--- src/rtl/uart_tx_param.sv ---
// uart_tx_param: UART transmitter with TX FIFO and a per-frame runtime configuration.
// Define UART_TX_CTS_EN to add the cts_n_i flow-control input.
module uart_tx_param #(
  parameter  int DATA_W     = 8,
  parameter  int FIFO_DEPTH = 8,
  localparam int CNT_W      = $clog2(FIFO_DEPTH) + 1
) (
  input  logic              clk,
  input  logic              rst_n,
  output logic              txd_o,
  input  logic              wr_en_i,
  input  logic [DATA_W-1:0] wr_data_i,
  output logic              fifo_full_o,
  output logic [CNT_W-1:0]  fifo_count_o,
  output logic              fifo_ovf_o,
  output logic              tx_mark_o,
  output logic              tx_idle_o,
  input  logic              cfg_en_i,
  input  logic [3:0]        cfg_data_len_i,
  input  logic [1:0]        cfg_parity_i,
  input  logic              cfg_two_stop_i,
  input  logic [15:0]       cfg_baud_div_i,
  input  logic [CNT_W-1:0]  cfg_watermark_i
`ifdef UART_TX_CTS_EN
  ,
  input  logic              cts_n_i
`endif
);

  localparam int PTR_W = $clog2(FIFO_DEPTH);

  localparam logic [2:0] S_IDLE   = 3'd0;
  localparam logic [2:0] S_LOAD   = 3'd1;
  localparam logic [2:0] S_START  = 3'd2;
  localparam logic [2:0] S_DATA   = 3'd3;
  localparam logic [2:0] S_PARITY = 3'd4;
  localparam logic [2:0] S_STOP   = 3'd5;

  // XOR of the first len data bits, seeded with 1 for odd parity.
  function automatic logic frame_parity(input logic [DATA_W-1:0] data,
                                        input logic [3:0] len,
                                        input logic odd);
    logic p;
    p = odd;
    for (int i = 0; i < DATA_W; i++) begin
      p = p ^ (data[i] & (i < int'(len)));
    end
    return p;
  endfunction

  logic [DATA_W-1:0] mem_q [FIFO_DEPTH];
  logic [PTR_W-1:0]  wr_ptr_q, rd_ptr_q;
  logic [CNT_W-1:0]  count_q;
  logic              ovf_q, mark_q;
  logic              empty_s, push_s, pop_s, cts_ok_s, bit_end_s;
  logic [3:0]        len_clamp_s;

  logic [2:0]        state_q, state_d;
  logic [15:0]       baud_q, baud_d, cnt_q, cnt_d;
  logic [3:0]        bit_q, bit_d, len_q, len_d;
  logic [DATA_W-1:0] shift_q, shift_d;
  logic              par_en_q, par_en_d, par_q, par_d;
  logic              two_stop_q, two_stop_d, stop2_q, stop2_d;
  logic              txd_q, txd_d;

`ifdef UART_TX_CTS_EN
  logic [1:0] cts_sync_q;

  // Two-flop synchroniser for the asynchronous clear-to-send input.
  always_ff @(posedge clk or negedge rst_n) begin
    if (!rst_n) cts_sync_q <= 2'b11;
    else        cts_sync_q <= {cts_sync_q[0], cts_n_i};
  end
  assign cts_ok_s = ~cts_sync_q[1];
`else
  assign cts_ok_s = 1'b1;
`endif

  assign fifo_full_o  = (count_q == CNT_W'(FIFO_DEPTH));
  assign empty_s      = (count_q == {CNT_W{1'b0}});
  assign push_s       = wr_en_i & ~fifo_full_o;
  assign pop_s        = (state_q == S_IDLE) & cfg_en_i & ~empty_s & cts_ok_s;
  assign bit_end_s    = (cnt_q == 16'd0);
  assign fifo_count_o = count_q;
  assign fifo_ovf_o   = ovf_q;
  assign tx_mark_o    = mark_q;
  assign tx_idle_o    = (state_q == S_IDLE) & empty_s;
  assign txd_o        = txd_q;

  // FIFO storage; contents are meaningless after reset since the pointers restart.
  always_ff @(posedge clk) begin
    if (push_s) mem_q[wr_ptr_q] <= wr_data_i;
  end

  // FIFO pointers, fill count, overflow pulse and watermark flag.
  always_ff @(posedge clk or negedge rst_n) begin
    if (!rst_n) begin
      wr_ptr_q <= {PTR_W{1'b0}};
      rd_ptr_q <= {PTR_W{1'b0}};
      count_q  <= {CNT_W{1'b0}};
      ovf_q    <= 1'b0;
      mark_q   <= 1'b0;
    end else begin
      if (push_s) wr_ptr_q <= wr_ptr_q + PTR_W'(1);
      if (pop_s)  rd_ptr_q <= rd_ptr_q + PTR_W'(1);
      count_q <= count_q + CNT_W'(push_s) - CNT_W'(pop_s);
      ovf_q   <= wr_en_i & fifo_full_o;
      mark_q  <= (count_q < cfg_watermark_i);
    end
  end

  // Requested data length clamped into 5..DATA_W.
  always_comb begin
    if (cfg_data_len_i < 4'd5)                 len_clamp_s = 4'd5;
    else if (cfg_data_len_i > 4'(DATA_W))      len_clamp_s = 4'(DATA_W);
    else                                       len_clamp_s = cfg_data_len_i;
  end

  // Serial FSM next state; configuration is captured only in LOAD.
  always_comb begin
    state_d    = state_q;
    baud_d     = baud_q;
    cnt_d      = cnt_q;
    bit_d      = bit_q;
    len_d      = len_q;
    shift_d    = shift_q;
    par_en_d   = par_en_q;
    par_d      = par_q;
    two_stop_d = two_stop_q;
    stop2_d    = stop2_q;
    case (state_q)
      S_IDLE: begin
        if (pop_s) begin
          state_d = S_LOAD;
          shift_d = mem_q[rd_ptr_q];
        end else begin
          state_d = S_IDLE;
        end
      end
      S_LOAD: begin
        state_d    = S_START;
        baud_d     = cfg_baud_div_i;
        cnt_d      = cfg_baud_div_i;
        len_d      = len_clamp_s;
        two_stop_d = cfg_two_stop_i;
        par_en_d   = (cfg_parity_i == 2'b01) | (cfg_parity_i == 2'b10);
        par_d      = frame_parity(shift_q, len_clamp_s, cfg_parity_i == 2'b10);
        bit_d      = 4'd0;
        stop2_d    = 1'b0;
      end
      S_START: begin
        if (bit_end_s) begin
          state_d = S_DATA;
          cnt_d   = baud_q;
        end else begin
          cnt_d = cnt_q - 16'd1;
        end
      end
      S_DATA: begin
        if (bit_end_s) begin
          cnt_d   = baud_q;
          shift_d = {1'b0, shift_q[DATA_W-1:1]};
          bit_d   = bit_q + 4'd1;
          if (bit_q == len_q - 4'd1) state_d = par_en_q ? S_PARITY : S_STOP;
          else                       state_d = S_DATA;
        end else begin
          cnt_d = cnt_q - 16'd1;
        end
      end
      S_PARITY: begin
        if (bit_end_s) begin
          state_d = S_STOP;
          cnt_d   = baud_q;
        end else begin
          cnt_d = cnt_q - 16'd1;
        end
      end
      S_STOP: begin
        if (bit_end_s) begin
          cnt_d = baud_q;
          if (two_stop_q & ~stop2_q) begin
            stop2_d = 1'b1;
            state_d = S_STOP;
          end else begin
            state_d = S_IDLE;
          end
        end else begin
          cnt_d = cnt_q - 16'd1;
        end
      end
      default: state_d = S_IDLE;
    endcase
  end

  // Line level decoded from the current state, registered one cycle later.
  always_comb begin
    case (state_q)
      S_START:  txd_d = 1'b0;
      S_DATA:   txd_d = shift_q[0];
      S_PARITY: txd_d = par_q;
      default:  txd_d = 1'b1;
    endcase
  end

  // Serial FSM state registers.
  always_ff @(posedge clk or negedge rst_n) begin
    if (!rst_n) begin
      state_q    <= S_IDLE;
      baud_q     <= 16'd0;
      cnt_q      <= 16'd0;
      bit_q      <= 4'd0;
      len_q      <= 4'd5;
      shift_q    <= {DATA_W{1'b0}};
      par_en_q   <= 1'b0;
      par_q      <= 1'b0;
      two_stop_q <= 1'b0;
      stop2_q    <= 1'b0;
      txd_q      <= 1'b1;
    end else begin
      state_q    <= state_d;
      baud_q     <= baud_d;
      cnt_q      <= cnt_d;
      bit_q      <= bit_d;
      len_q      <= len_d;
      shift_q    <= shift_d;
      par_en_q   <= par_en_d;
      par_q      <= par_d;
      two_stop_q <= two_stop_d;
      stop2_q    <= stop2_d;
      txd_q      <= txd_d;
    end
  end

endmodule

--- config.mk ---
export PLATFORM = sky130hd
export DESIGN_NAME = uart_tx_param
export DESIGN_NICKNAME = d
export VERILOG_FILES = /design/src/rtl/uart_tx_param.sv
export SDC_FILE = /design/constraint.sdc
export NUM_CORES = 1
export LEC_CHECK = 0
export BUFFER_PORTS_ARGS = -buffer_cell sky130_fd_sc_hd__buf_2
export CAP_MARGIN = 40
export CORE_MARGIN = 1.5
export CORE_UTILIZATION = 40
export CTS_BUF_LIST = sky130_fd_sc_hd__clkbuf_8
export CTS_CLUSTER_DIAMETER = 150
export DETAILED_ROUTE_END_ITERATION = 10
export PLACE_DENSITY = 0.53
export SKIP_CTS_REPAIR_TIMING = 1
export SYNTH_ARGS = -nofsm -noshare
export SYNTH_HDL_FRONTEND = slang
export SYNTH_SLANG_ARGS = --single-unit
--- constraint.sdc ---
create_clock -name clk -period 3.9 [get_ports clk]
set_input_delay 0.78 -clock clk [delete_from_list [all_inputs] [get_ports clk]]
set_output_delay 0.78 -clock clk [all_outputs]
set_load 0.02 [all_outputs]
==> impl_results.md, run 1 <==
* Clk pwr share at 0.282
* Post-Syn Area at 6238 um^2
* Fin. max-slew vios at 0
* Final setup fails at 0
* Pwr Density at 515.6 nW/um^2
* Int Power at 2472 uW
* Root Buffer: clkbuf_8
* DRT iter0 DRCs at 205
* Seq/Total Area, Yosys at 0.5814
* Drt pass-1 iters at 5
* Most frequent cells in the layout: nand2_1 (74), dfrtp_1 (65), edfxtp_1 (64)
* Via density at 5.269
* Area of the multi-input gates at 2439 um^2
* EDFF count, synth at 64
* Nets at 617
* Worst skew pair latency at 0.44 ns
* Worst-case clock skew at 0.01503 ns
* Fillcell total at 1,420
* Fin Setup TNS at 0 ns
* Initial Utilization at 0.4104
* Number of global-route vias before repair at 4,110
* Flops & latches, synth at 132
* Sw Share at 0.3247
* Worst path required time at 4.24 ns
* Total grt overflow at 0
* Register area at 3627 um^2
* Gate Count Post-Synth at 502
* CP Class: reg -> reg
* Critical Path Sink Type: flop
* Synth Warn # at 0
* Total CTS buffers at 17
* Combinational power share at 0.205
* Syn avg cell area at 12.43 um^2
* Die H at 127.9 um
* Clock Path Buffers at 2
* Via count at 4,010
* Startpoint Class: flop
* CTS H-tree depth at 4
* Post-route total power at 3660 uW
* Count of final hold-check violations at 0
* N_diodes at 0
* CTS clk-pin slew, worst paths at 0.08 ns
* Worst Path Arrival at 2.85 ns
* Largest area contributor in the netlist: edfxtp_1
* Minimum clock period at 2.517 ns
* Chip width at 127.9 um
* Largest net degree at the start of global routing at 24
* Switching power at 1188 uW
* Site Rows at 45
* Peak VDD IR at 0.2437 mV
* Top FF cell, synth: dfrtp_1
* Routability Congestion at 0.7788
* Routed len/inst at 17.09 um
* Share of post-route cells with drive strength above 1 at 0.2216
* Die area at 16,350 um^2
* Post-Route WL at 13,000 um
* Slew HR at 0.4454
* Share of the synthesized area in the top cell type at 0.3081
* Commonest non-fill, non-tap cell in the layout: nand2_1
* Mapped Nets at 559
* Tot GR Track Use at 0.1730
* Max Freq at 0.3973 GHz
* Post-synthesis cell type count at 61
* Post-layout util at 0.4670
* Status: completed
* First-pass GRT wire length at 21,360 um
* CTS tree: done
* Lkg Pwr at 0.002963 uW
* Slew @ Worst Pin at 0.8289 ns
* Clk sinks at 132
* Top area cells in the synthesized netlist: edfxtp_1 (31%), dfrtp_1 (26%), mux4_2 (5.8%)
* Hold Path Class: in -> async
* I/O pin total at 48
* DRC errors left at 0
* Buffers added on ports at 47
* Critical path peak fanout at 10
* Syn-to-layout area delta at 13.80%
* Max cap viols at 0
* Initial antenna violation count at 0
* Post-route ant nets at 0
* RSZ-0062 raised after global routing: no
* Post-synthesis async set-or-reset flop share at 0.5152
* Sequential power share at 0.513
* DP HPWL at 9162 um
* Core ar. at 15,200 um^2
* Tcrit/Tclk final at 0.6454
critical path, cell delays in order, from the launching register on:
cell and delay [ns]:
dfrtp_1 0.48, nor3_1 0.34, nand3_1 0.30, inv_2 0.24
ha_1 0.26, inv_1 0.06, ha_1 0.16, inv_1 0.05
fa_1 0.47, inv_1 0.04
cells in the mapped netlist (all sizes together) (4+ instances only):
cell type / count
nor3: 7
clkbuf: 11
nand2b: 6
and2: 8
a21oi: 15
a31oi: 4
dfrtp: 65
a211oi: 8
mux4: 16
nor2: 30
xnor2: 18
mux2i: 14
edfxtp: 64
ha: 17
nand2: 76
nand3: 13
inv: 19
o221a: 7
o21ai: 22
buf: 10
nor4: 5
xor2: 7
and3: 4
a21o: 15
or2: 4
stage by stage:
stage | hold slack [ns] | cells | instance area [um^2] | setup WS [ns]
2_1_floorplan | 0.4455 | 502 | 6238 | 1.617
3_3_place_gp | 0.4605 | 722 | 6653 | 1.453
3_5_place_dp | 0.4629 | 729 | 6740 | 1.381
4_1_cts | 0.3089 | 761 | 7099 | 1.371
5_1_grt | 0.3246 | 761 | 7099 | 1.115
6_report | 0.3007 | 761 | 7099 | 1.383
state kept, by name (all words and copies together), names as in the netlist, 3 cells and up:
signal / flops
mem_q: 64
shift_q: 8
rd_ptr_q: 3
len_q: 4
bit_q: 4
wr_ptr_q: 3
fifo_count_o: 4
state_q: 3
cnt_q: 16
baud_q: 16
cell families (layout without fill, tap and decap cells):
kind of cell    Yosys count  count (layout)  synth area share
xor+xnor                 26              26           0.03871
fa+ha+maj                18              18           0.03730
buf+inv                  40             111           0.02848
flops                   132             132            0.5814
compound gates           88              88           0.09667
mux                      33              33           0.08564
simple gates            165             165            0.1318
power groups by stage:
stage,sequential (uW),combinational [uW],clock [uW]
2_1_floorplan,1880,534,0
3_3_place_gp,1900,729,0
6_report,1880,751,1030
4_1_cts,1880,767,1060
3_5_place_dp,1900,764,0
5_1_grt,1910,849,1120
per-layer routing:
layer	global-route usage	share of wire	wire length (um)	up-vias
li1	-	-	-	1948
met1	0.2349	0.48	6177	1979
met2	0.2799	0.47	6152	74
met3	0.04048	0.041	532	9
met4	0.04759	0.011	141	0
met5	0	0	0	-
worst paths after layout:
| kind | start | to | slack [ns] | cells after the start |
|---|---|---|---|---|
| max | state_q[0] | fifo_count_o[1] | 1.38 | 9 |
| min | rst_n | cnt_q[13] | 0.30 | 1 |
| max reg2reg | state_q[0] | fifo_count_o[1] | 1.38 | 9 |
| min reg2reg | baud_q[10] | baud_q[10] | 0.48 | 2 |
| max in group asynchronous | rst_n | len_q[2] | 2.75 | 3 |
| min in group clk | baud_q[10] | baud_q[10] | 0.48 | 2 |
final cells by class:
type                       count  area share
timing repair buffer          60     0.05182
tap                          188     0.03313
multi-input combinational    330      0.3435
inverter                      19     0.01005
clock inverter                15     0.01762
sequential                   132      0.5109
clock buffer                  17     0.03296
No activity file was read; power rests on OpenSTA's default activity.
==> run 2: changes to the inputs <==
--- a/config.mk
+++ b/config.mk
@@ -5,6 +5,7 @@
 export SDC_FILE = /design/constraint.sdc
 export NUM_CORES = 1
 export LEC_CHECK = 0
+export ABC_AREA = 1
 export BUFFER_PORTS_ARGS = -buffer_cell sky130_fd_sc_hd__buf_2
 export CAP_MARGIN = 40
 export CORE_MARGIN = 1.5
==> constraint.sdc (replaced) <==
create_clock -name clk -period 2.5 [get_ports clk]
set_input_delay 0.5 -clock clk [delete_from_list [all_inputs] [get_ports clk]]
set_output_delay 0.5 -clock clk [all_outputs]
set_load 0.02 [all_outputs]
==> impl_results.md, run 2 <==
* Worst Path Arrival at 2.70 ns (-0.15 ns)
* EDFF count, synth at 64 (unchanged)
* DP HPWL at 10,310 um (+12%)
* Via density at 4.830 (-8.3%)
* CTS clk-pin slew, worst paths at 0.10 ns (+0.02 ns)
* Dpl cell area at 7186 um^2 (+6.6%)
* Most numerous cell in the Yosys netlist: nand2_1
* Most frequent cells in the layout: nand2_1 (200), o21ai_0 (70), inv_1 (68)
* Total grt overflow at 0 (unchanged)
* Fin Setup TNS at 0 ns (unchanged)
* CTS tree: done
* Die H at 132.0 um (+3.2%)
* Post-route ant nets at 0 (unchanged)
* Placed cells at 994 (+36%)
* Minimum clock period at 2.347 ns (-0.1702 ns)
* Count of final hold-check violations at 0 (unchanged)
* Top FF cell, synth: dfrtp_1
* Number of global-route vias before repair at 4,944 (+20%)
* CTS H-tree depth at 4 (unchanged)
* Drt pass-1 iters at 7 (+2)
* Largest net degree at the start of global routing at 41 (+71%)
* Sequential power share at 0.468 (-0.045)
* Post-Syn Area at 6653 um^2 (+6.6%)
* Clk pwr share at 0.304 (+0.022)
* Top area cells in the synthesized netlist: edfxtp_1 (29%), dfrtp_1 (24%), nand2_1 (11%)
* Total CTS buffers at 17 (unchanged)
* Tot GR Track Use at 0.1772 (+0.004168)
* Share of post-route cells with drive strength above 1 at 0.1753 (-0.04633)
* Routed len/inst at 14.30 um (-16%)
* Final setup fails at 0 (unchanged)
* Status: completed
* Fin. max-slew vios at 0 (unchanged)
* Worst-case clock skew at 0.02402 ns (+0.008991 ns)
* DRC errors left at 0 (unchanged)
* Finished Cell Area at 7604 um^2 (+7.1%)
* Core ar. at 16,060 um^2 (+5.6%)
* Nets at 854 (+38%)
* Worst path required time at 2.85 ns (-1.39 ns)
* Post-synthesis async set-or-reset flop share at 0.5152 (unchanged)
* Via count at 4,956 (+24%)
* Area of the multi-input gates at 2605 um^2 (+6.8%)
* Post-synth top cells: nand2_1 (200), o21ai_0 (70), inv_1 (68)
* Initial Utilization at 0.4143 (+0.003920)
* Switching power at 2124 uW (+79%)
* DRT iter0 DRCs at 246 (+20%)
* Slew @ Worst Pin at 0.5330 ns (-0.2959 ns)
* Mapped Nets at 792 (+42%)
* N_diodes at 0 (unchanged)
* Worst skew pair latency at 0.46 ns (+0.02 ns)
* Root Buffer: clkbuf_8
* Post-Route WL at 14,670 um (+13%)
* Peak VDD IR at 0.5766 mV (+140%)
* Max cap viols at 0 (unchanged)
* Gate Count Post-Synth at 735 (+46%)
* Synth Warn # at 0 (unchanged)
* Initial antenna violation count at 0 (unchanged)
* Fillcell total at 1,534 (+8.0%)
* Syn avg cell area at 9.051 um^2 (-27%)
* Pwr Density at 808.6 nW/um^2 (+57%)
* Max Freq at 0.4261 GHz (+7.3%)
* Max reg flops at 64 (unchanged)
* RSZ-0062 raised after global routing: no
* Share of the synthesized area in the top cell type at 0.2889 (-0.01918)
* Register area at 3627 um^2 (unchanged)
* Clock Path Buffers at 2 (unchanged)
* Critical Path Sink Type: flop
* First-pass GRT wire length at 24,450 um (+14%)
* Combinational power share at 0.228 (+0.023)
* Regs by FF count: mem_q: 64 flops, baud_q: 16 flops, cnt_q: 16 flops
* Routability Congestion at 0.8260 (+6.1%)
* Tcrit/Tclk final at 0.9388 (+0.2934)
* Commonest non-fill, non-tap cell in the layout: nand2_1
* Flops & latches, synth at 132 (unchanged)
* Hold Path Class: in -> async
* Syn-to-layout area delta at 14.29%
* Largest reg by FF count: mem_q
* I/O pin total at 48 (unchanged)
* Startpoint Class: flop
* Chip width at 132.0 um (+3.2%)
* Lkg Pwr at 0.003441 uW (+16%)
* Final Hold Slack at 0.02169 ns (-0.2791 ns)
* Site Rows at 46 (+2.2%)
* Sw Share at 0.3454 (+0.02074)
* Seq/Total Area, Yosys at 0.5452 (-0.03620)
* Critical path peak fanout at 3 (-7)
* Int Power at 4024 uW (+63%)
* Post-synthesis cell type count at 41 (-33%)
* CP Class: reg -> reg
* Slew HR at 0.6442 (+0.1988)
* Die area at 17,410 um^2 (+6.5%)
* Largest area contributor in the netlist: edfxtp_1
* Post-layout util at 0.4735 (+0.006512)
* Finished Layout Cells at 1,026 (+35%)
* Buffers added on ports at 47 (unchanged)
* Clk sinks at 132 (unchanged)
run 2: cell count changes in the layout (fill, tap and decap cells not counted), sizes merged, moves of 8 or more:
cell,previous run,this run
nand2,76,206
inv,23,90
nor2,30,88
o21ai,22,78
nand3,13,44
mux4,16,0
a21o,15,0
mux2i,14,1
xnor2,18,8
a211oi,8,0
and2,8,0
xor2,7,15
run 2: cell type report:
type                            count  share of cell area
Multi-Input combinational cell    501              0.3426
Clock inverter                     15             0.02353
Tap cell                          216             0.03554
Inverter                           80             0.04015
Sequential cell                   132              0.4770
Timing Repair Buffer               65             0.05035
Clock buffer                       17             0.03077
run 2: power by group through the flow:
stage | combinational, uW | clock (uW) | sequential [uW]
6_report | 1400 | 1870 | 2880
5_1_grt | 1610 | 2010 | 2920
4_1_cts | 1420 | 1920 | 2880
3_5_place_dp | 1420 | 0 | 2920
3_3_place_gp | 1380 | 0 | 2910
2_1_floorplan | 968 | 0 | 2920
run 2: cells by family after synthesis:
family | synth area share
DFF | 0.5452
muxes | 0.001505
xor gates and xnor gates | 0.03028
buffers and inverters | 0.06394
and+or+nand+nor | 0.2372
AOI/OAI and AO/OA | 0.08689
adders and majority gates | 0.03498
run 2: stage by stage:
step           setup WS (ns)  power [uW]
2_1_floorplan         0.1701        3887
3_3_place_gp          0.2700        4290
3_5_place_dp          0.2084        4335
4_1_cts              0.05607        6228
5_1_grt              0.02925        6544
6_report              0.1531        6148
run 2: final timing paths:
path / from / end / slack, ns / cells after the start
setup / recovery: fifo_count_o[2] / fifo_count_o[2] / 0.15 / 11
hold / removal: rst_n / baud_q[3] / 0.02 / 2
setup reg to reg: fifo_count_o[2] / fifo_count_o[2] / 0.15 / 11
hold reg to reg: baud_q[9] / baud_q[9] / 0.48 / 2
max in group asynchronous: rst_n / rd_ptr_q[2] / 2.10 / 2
min in group clk: cfg_baud_div_i[13] / baud_q[13] / 0.27 / 3
run 2: worst max-delay path, cell delays in order, from the launching register on:
cell     delay, ns
dfrtp_1       0.41
inv_1         0.11
ha_1          0.15
nand3_1       0.23
nand3_4       0.20
inv_2         0.06
ha_1          0.27
inv_1         0.06
ha_1          0.16
inv_1         0.06
fa_1          0.37
xnor2_1       0.14
run 2: per-layer routing:
metal	track usage	up-vias	wire [um]
met4	0.05926	0	68
met1	0.2372	2342	7045
met5	0	-	0
li1	-	2530	-
met3	0.04191	4	534
met2	0.2833	80	7019
